--- src/rtl/sipo_deser.sv ---
// rtl/sipo_deser.sv - serial-in/parallel-out deserializer with output FIFO and overflow flag
// Rebuilds WIDTH-bit words LSB first from a serial bit/valid pair and queues them for a valid/ready consumer.
module sipo_deser #(
  parameter int WIDTH = 4,
  parameter int DEPTH = 2,
  parameter int CNT_W = 8
) (
  input  logic             clk,
  input  logic             rst_n,
  input  logic             srl_i,
  input  logic             vld_i,
  input  logic             clr_i,
  output logic [WIDTH-1:0] prl_o,
  output logic             prl_vld_o,
  input  logic             prl_rdy_i,
  output logic             busy_o,
  output logic             ovf_o,
  output logic [CNT_W-1:0] word_cnt_o
);

  localparam int BW = $clog2(WIDTH);
  localparam int AW = $clog2(DEPTH);
  localparam int FW = AW + 1;
  localparam logic [BW-1:0] LAST = BW'(WIDTH - 1);
  localparam logic [FW-1:0] FULL_CNT = FW'(DEPTH);

  typedef enum logic {IDLE, SHIFT} state_t;

  state_t             state;
  logic [WIDTH-2:0]   sh;
  logic [BW-1:0]      cnt;
  logic [WIDTH-1:0]   mem [DEPTH];
  logic [AW-1:0]      wr_ptr;
  logic [AW-1:0]      rd_ptr;
  logic [FW-1:0]      fcnt;
  logic [CNT_W-1:0]   word_cnt;
  logic               ovf;

  logic [WIDTH-1:0]   ext;
  logic               complete;
  logic               full;
  logic               pop;
  logic               push;
  logic               drop;

  // ext is the shift register after this cycle's bit; on completion it is the whole word
  assign ext      = {srl_i, sh};
  assign complete = vld_i && (cnt == LAST);
  assign full     = (fcnt == FULL_CNT);
  assign pop      = (fcnt != '0) && prl_rdy_i && !clr_i;
  assign push     = complete && (!full || pop) && !clr_i;
  assign drop     = complete && full && !pop && !clr_i;

  always_ff @(posedge clk or negedge rst_n) begin
    if (!rst_n) begin
      state    <= IDLE;
      sh       <= '0;
      cnt      <= '0;
      wr_ptr   <= '0;
      rd_ptr   <= '0;
      fcnt     <= '0;
      word_cnt <= '0;
      ovf      <= 1'b0;
    end else if (clr_i) begin
      state  <= IDLE;
      sh     <= '0;
      cnt    <= '0;
      wr_ptr <= '0;
      rd_ptr <= '0;
      fcnt   <= '0;
      ovf    <= 1'b0;
    end else begin
      case (state)
        IDLE: begin
          if (vld_i) begin
            sh    <= ext[WIDTH-1:1];
            cnt   <= cnt + BW'(1);
            state <= SHIFT;
          end
        end
        SHIFT: begin
          if (vld_i) begin
            sh <= ext[WIDTH-1:1];
            if (complete) begin
              cnt   <= '0;
              state <= IDLE;
            end else begin
              cnt <= cnt + BW'(1);
            end
          end
        end
        default: state <= IDLE;
      endcase

      if (push) begin
        wr_ptr   <= wr_ptr + AW'(1);
        word_cnt <= word_cnt + CNT_W'(1);
      end
      if (pop) rd_ptr <= rd_ptr + AW'(1);
      case ({push, pop})
        2'b10:   fcnt <= fcnt + FW'(1);
        2'b01:   fcnt <= fcnt - FW'(1);
        default: fcnt <= fcnt;
      endcase
      if (drop) ovf <= 1'b1;
    end
  end

  always_ff @(posedge clk) begin
    if (push) mem[wr_ptr] <= ext;
  end

  assign prl_vld_o  = (fcnt != '0);
  assign prl_o      = prl_vld_o ? mem[rd_ptr] : '0;
  assign busy_o     = (state == SHIFT);
  assign ovf_o      = ovf;
  assign word_cnt_o = word_cnt;

endmodule

--- config.mk ---
export PLATFORM = sky130hd
export DESIGN_NAME = sipo_deser
export DESIGN_NICKNAME = d
export VERILOG_FILES = /design/src/rtl/sipo_deser.sv
export SDC_FILE = /design/constraint.sdc
export NUM_CORES = 1
export LEC_CHECK = 0
export ABC_AREA = 1
export BUFFER_PORTS_ARGS = -buffer_cell sky130_fd_sc_hd__buf_2
export CORE_MARGIN = 5
export CORE_UTILIZATION = 50
export CTS_CLUSTER_DIAMETER = 30
export CTS_CLUSTER_SIZE = 12
export DETAILED_ROUTE_END_ITERATION = 16
export PLACE_DENSITY = 0.74
export SLEW_MARGIN = 25
export SYNTH_ARGS = -nofsm -noshare
export SYNTH_HDL_FRONTEND = slang
export SYNTH_SLANG_ARGS = --single-unit
--- constraint.sdc ---
create_clock -name clk -period 1.6 [get_ports clk]
set_input_delay 0.08 -clock clk [delete_from_list [all_inputs] [get_ports clk]]
set_output_delay 0.08 -clock clk [all_outputs]
set_load 0.03 [all_outputs]
Word level (Yosys, flattened, before mapping). Memories as Yosys holds them, arrays and structs flattened. Cells that the tools add are included. W data, S select, Z words.

Flip-flop bits (word level): 19. RAM bits: 8. Input bits: 6. Output and inout port bits: 15. Word-level logic and storage cells: 66. Memories kept: 1.

Memory list: mem (words 2, bits a word 4, rd ports 1, clocked after Yosys merged registers in 0, wr ports 1, line 32) `logic [WIDTH-1:0] mem [DEPTH];`.

Add/sub/neg operators: 6. Equal/unequal tests: 6. Multiplexer cells: 23. Bitwise logic cells: 2. Reductions and logical operators: 20.

Operator list (number): $mux W1 (12); $mux W2 (5); $reduce_bool A2 Y1 (5); $add A8 B1 Y8 const B (1); $logic_and A1 B1 Y1 (8); $pmux W2 S2 (2); $eq A2 B2 Y1 const B (3); $mux W3 (2); $ne A3 B3 Y1 const B (2); $add A2 B1 Y2 const B (2); $mux W4 (1); $reduce_and A2 Y1 (2); $logic_not A1 Y1 (3); $reduce_bool A3 Y1 (1); $add A1 B1 Y1 const B (2); $eq A2 B1 Y1 const B (1); $not A1 Y1 (2); $pmux W1 S2 (1); $sub A2 B1 Y2 const B (1); $logic_or A1 B1 Y1 (1).

Depth between registers and ports, before layout.
Depth in word-level cells: 9. Mapped depth: 8. Mapped depth without buffers: 8.

Worst setup path before layout. No wires, ideal clock.

Path kind: register -> register. Start: register fcnt[1]. End: memory mem[0][0] (enable). Setup time: 0.329 ns. Arrival time: 1.179 ns. Required time: 1.271 ns. Slack: 0.092 ns. Cell stages (with the launch flop): 8. Buffers on the path: 1. Period minus slack after synthesis: 1.508 ns. Cells stage by stage: dfrtp_1 nor2_2 nor2_4 nand2_4 nand2_4 nand3_4 buf_12 nor2_1.

Word-level cells in the longest chain between the ends: 8. Elaborated cells between the ends (all ways): 10. Classes of those cells: eq/ne: 1; mux: 2; reduce/logical: 7.

Ends and longest elaborated chain: from (decl) (line 35) `logic [FW-1:0] fcnt;`; from (signal assigned) (line 101) `2'b10: fcnt <= fcnt + FW'(1);`; from (signal assigned) (line 102) `2'b01: fcnt <= fcnt - FW'(1);`; from (signal assigned) (line 103) `default: fcnt <= fcnt;`; $reduce_bool A2 Y1 (line 50) `assign pop = (fcnt != '0) && prl_rdy_i && !clr_i;`; $logic_and A1 B1 Y1 (2 in series) (line 50); $logic_or A1 B1 Y1 (*) (line 51) `assign push = complete && (!full || pop) && !clr_i;`; $logic_and A1 B1 Y1 (*) (2 in series) (line 51); $mux W1 (*) (line 110) `if (push) mem[wr_ptr] <= ext;`; $mux W1 (not written as such) (*) (line 110); to (decl) (line 32).

Every way passes the cells marked *; elsewhere a longest branch is shown, timed or not.

Final worst setup path.
Start: register cnt[0]. End: memory mem[0][2] (enable).

Word-level cells in the longest chain between the ends: 6.

Ends and longest elaborated chain: from (decl) (line 31) `logic [BW-1:0] cnt;`; from (signal assigned) (line 77) `cnt <= cnt + BW'(1);`; from (signal assigned) (line 88) `cnt <= cnt + BW'(1);`; $eq A2 B2 Y1 (line 48) `assign complete = vld_i && (cnt == LAST);`; $logic_and A1 B1 Y1 (line 48); $logic_and A1 B1 Y1 (2 in series) (line 51); $mux W1 (line 110); $mux W1 (not written as such) (line 110).

Every way passes these cells.

==> summary by stage <==
Status
The run finished with clean final reports.

Pwr
The worst voltage drop across the vdd grid is 0.000586 V. The sequential fraction of design power is 0.522. The share of total power dissipated in combinational logic is 0.288. The share of total power dissipated in the clock network is 0.190. For this design the total switching power over the nets is 0.000577 W. The total internal power is 0.000990 W. The fraction of power spent switching nets is 0.368. For this design the static power due to leakage is 0.781 nW. The power per cell area is 996 nW/um^2.

Flow run
The tool flagged a number of max-cap violations equal to 0.

Global routing
The global-route usage over all layers is 0.146. The number of global-route vias before repair is 1025. Entering global routing, the biggest net connects 20 pins. The wire length of the first global-routing pass is 4660 um. The initial antenna violation count is 0.

The global route total overflow is 0.

Clocking
The number of buffers created by CTS is 3. The maximum level of the CTS H-tree is 1. The clock net sink count is 27. At the later pin of the worst-skew pair, clock insertion delay measures 0.32 ns. The clock transition time at the flip-flop clock pins of the worst setup and hold paths is 0.15 ns.

The maximum buffer depth of the clock tree is 2. The buffer cell driving the clock tree root is sky130_fd_sc_hd__clkbuf_4. The CTS tree is built.

Critical path
The critical path is of the reg -> reg type. The arrival time of the worst setup path is 1.50 ns. The largest fanout on the critical path is 5. The depth of the most critical reg-to-reg path is 5. In this run the critical register-to-register path is captured at mem[0][2]$_DFFE_PP_. The worst setup path is captured at a register.

The worst setup path is launched from a register. The register-to-register path setup slack is 0.12 ns. For the worst setup path, the data required time is 1.62 ns.

In this run the critical register-to-register path is launched from cnt[0]$_DFFE_PN0P_.

Route
The detail route stage leaves a number of antenna-violating nets equal to 0. Dividing the detail-routed via count by the number of cells gives 5.11. In the routed design, unresolved DRC markers number 0. Dividing the detail-routed wire length by the instance count gives 12.0 um.

The violation count after the first detailed-routing iteration is 64. The count of TritonRoute iterations in the first routing pass is 6. The count of vias placed by the detailed router is 1094. The final routed wirelength across all metal layers is 2570 um.

Timing
Setup repair after global routing left no endpoint under its margin. The max-slew violation count is 0. The worst path meets setup with 0.120 ns of slack.

The worst setup skew after layout is 0.00332 ns. The final period utilization is 0.925. The measured slew at the worst slew-check pin is 0.454 ns. The tightest hold margin is 0.0509 ns. The hold violation total from the final report is 0. The setup TNS is 0 ns.

The worst pin sits at a relative slew slack of 0.697. For this run, the top clock speed supported by timing is 676 MHz. The clock period minus final worst setup slack is 1.48 ns. Setup violations remaining at the end of the flow were counted as 0.

Placed design
In this run the tool buffered the top-level ports with 20 buffer cells. The setup slack at placement is 0.136 ns. Summing all placed instances gives a cell area of 1510 um^2. At the end of routability-driven placement, the weighted congestion stood at 0.817. In this run, placement finished with an instance count of 207. The wire-length estimate of the detail-placed layout is 1960 um.

Yosys
The cell count after synthesis came out at 157. The Yosys step of the flow raised 0 warnings. The most used flip-flop cell after synthesis is sky130_fd_sc_hd__dfrtp_1. Counting flops with a built-in enable in the synthesized netlist gives 8. Averaged over all synthesized cells, the footprint is 8.89 um^2. Counting flops and latches in the post-synthesis netlist gives 27. The area share of the largest cell type after synthesis is 0.341. The post-synthesis cell area is 1400 um^2. Counting instances in the post-synthesis netlist gives the leading cell types as sky130_fd_sc_hd__nand2_1 (46), sky130_fd_sc_hd__dfrtp_1 (19), sky130_fd_sc_hd__inv_1 (19). By area the synthesized netlist is led by sky130_fd_sc_hd__dfrtp_1 (34%), sky130_fd_sc_hd__edfxtp_1 (17%), sky130_fd_sc_hd__nand2_1 (12%). The number of distinct library cell variants in the gate-level netlist after synthesis is 27. The largest area contributor in the netlist is sky130_fd_sc_hd__dfrtp_1. Among all cell types in the netlist, the one instantiated most often is sky130_fd_sc_hd__nand2_1. The number of nets in the synthesized netlist is 165. The fraction of synthesis flops using an asynchronous set or reset pin is 0.704.

For this run, the register share of the synthesized area comes to 0.513.

Finish
The number of antenna diodes in the final layout is 0. For this run, the post-layout net count is 192. The final design instance area without fill is 1570 um^2. The area growth from synthesis to final layout is 12.7%. In the final layout, the multi-input gates occupy 564 um^2. In the final layout, the share of cells above drive strength 1 is 0.235. Counting the fill cells in the layout gives 255. The count of non-filler cells in the finished layout is 214. The sequential cells in the finished layout cover a total of 716 um^2.

Die
The area of the placeable core is 2710 um^2. The number of placement rows is 19. The number of I/O pins is 21.

The overall die area is 3950 um^2. In this run the horizontal extent of the chip is 62.8 um. For this configuration, the core starts out at a cell density of 0.515. From bottom edge to top edge, the die measures 62.8 um.

Min path
Counting instances, the worst hold path has a depth of 3. The path class of the tightest hold or removal check is in -> reg. The end point of the worst hold path is rd_ptr$_DFFE_PN0P_. The worst hold path begins at prl_rdy_i.
## cells in the final DEF, fill, tap and decap left out, types with 2 or more instances in the layout
cell and count:
sky130_fd_sc_hd__a21oi_1 8, sky130_fd_sc_hd__buf_2 20, sky130_fd_sc_hd__buf_4 2, sky130_fd_sc_hd__clkbuf_4 3, sky130_fd_sc_hd__dfrtp_1 19, sky130_fd_sc_hd__dlygate4sd3_1 3
sky130_fd_sc_hd__edfxtp_1 8, sky130_fd_sc_hd__ha_1 2, sky130_fd_sc_hd__inv_1 19, sky130_fd_sc_hd__inv_2 2, sky130_fd_sc_hd__nand2_1 46, sky130_fd_sc_hd__nand2_2 3
sky130_fd_sc_hd__nand2_4 2, sky130_fd_sc_hd__nand3_1 12, sky130_fd_sc_hd__nand3b_1 2, sky130_fd_sc_hd__nand4_1 2, sky130_fd_sc_hd__nor2_1 8, sky130_fd_sc_hd__o21ai_0 4
sky130_fd_sc_hd__o21ai_2 7, sky130_fd_sc_hd__xnor2_1 2
## state kept, by name, indices dropped and copies added, names as in the netlist
register and cells:
mem 8, word_cnt_o 8, sh 3, cnt 2, fcnt 2, busy_o 1, ovf_o 1, rd_ptr 1
wr_ptr 1
## what timing repair did
action | CTS | global route
resized for setup | 0 | 0
endpoints found under the setup margin | 0 | 0
hold buffers | 3 | 0
buffers inserted | 0 | 0
hold endpoints to repair | 23 | 0
## how the worst max path moves through the flow
stage / start / slack [ns] / to / depth (start not counted)
2_1_floorplan: fcnt[1]$_DFFE_PN0P_ / 0.09 / mem[0][0]$_DFFE_PP_ / 7
3_3_place_gp: cnt[0]$_DFFE_PN0P_ / 0.21 / mem[0][3]$_DFFE_PP_ / 5
3_5_place_dp: cnt[0]$_DFFE_PN0P_ / 0.14 / mem[0][0]$_DFFE_PP_ / 5
4_1_cts: cnt[0]$_DFFE_PN0P_ / 0.11 / mem[0][0]$_DFFE_PP_ / 5
5_1_grt: rd_ptr$_DFFE_PN0P_ / 0.005 / prl_o[1] / 4
6_report: cnt[0]$_DFFE_PN0P_ / 0.12 / mem[0][2]$_DFFE_PP_ / 5
## kinds of logic (layout without fill, tap and decap cells)
group / count (synthesis) / count (layout) / synth area share
simple gates: 79 / 79 / 0.266
flops: 27 / 27 / 0.513
buf+inv: 24 / 50 / 0.0825
compound gates: 22 / 22 / 0.101
xor+xnor: 3 / 3 / 0.0188
fa+ha+maj: 2 / 2 / 0.0179
## critical path: stages, from the launching register on
cell and delay [ns]:
sky130_fd_sc_hd__dfrtp_1 0.40, sky130_fd_sc_hd__ha_1 0.16, sky130_fd_sc_hd__nand2_1 0.13, sky130_fd_sc_hd__inv_2 0.14
sky130_fd_sc_hd__nand3_4 0.08, sky130_fd_sc_hd__nor2_1 0.27
## stage by stage
step / power [W] / utilization
floorplan: 0.00116 / -
global placement: 0.00126 / 0.558
detailed placement: 0.00128 / 0.558
CTS: 0.00159 / 0.580
global route: 0.00168 / 0.580
finish: 0.00157 / 0.580
## metal layers
layer | vias to the layer above | GRT usage | wire length (um)
met1 | 490 | 0.188 | 1140
li1 | 558 | - | -
met5 | - | 0 | 0
met4 | 0 | 0.0716 | 42
met2 | 42 | 0.225 | 1200
met3 | 4 | 0.0378 | 188
## cell type report
| class | count | area share |
|---|---|---|
| Timing Repair Buffer | 25 | 0.0923 |
| Clock buffer | 3 | 0.0143 |
| Clock inverter | 1 | 0.00477 |
| Multi-Input combinational cell | 106 | 0.359 |
| Tap cell | 31 | 0.0247 |
| Inverter | 21 | 0.0501 |
| Sequential cell | 27 | 0.455 |
## power groups by stage
stage	clock network, W	registers [W]	logic (W)
CTS	0.000312	0.000819	0.000457
floorplan	0	0.000859	0.000301
global placement	0	0.000827	0.000433
global route	0.000349	0.000829	0.000506
detailed placement	0	0.000834	0.000449
finish	0.000297	0.000818	0.000451
Note: power is estimated with default switching activity, not from simulation.
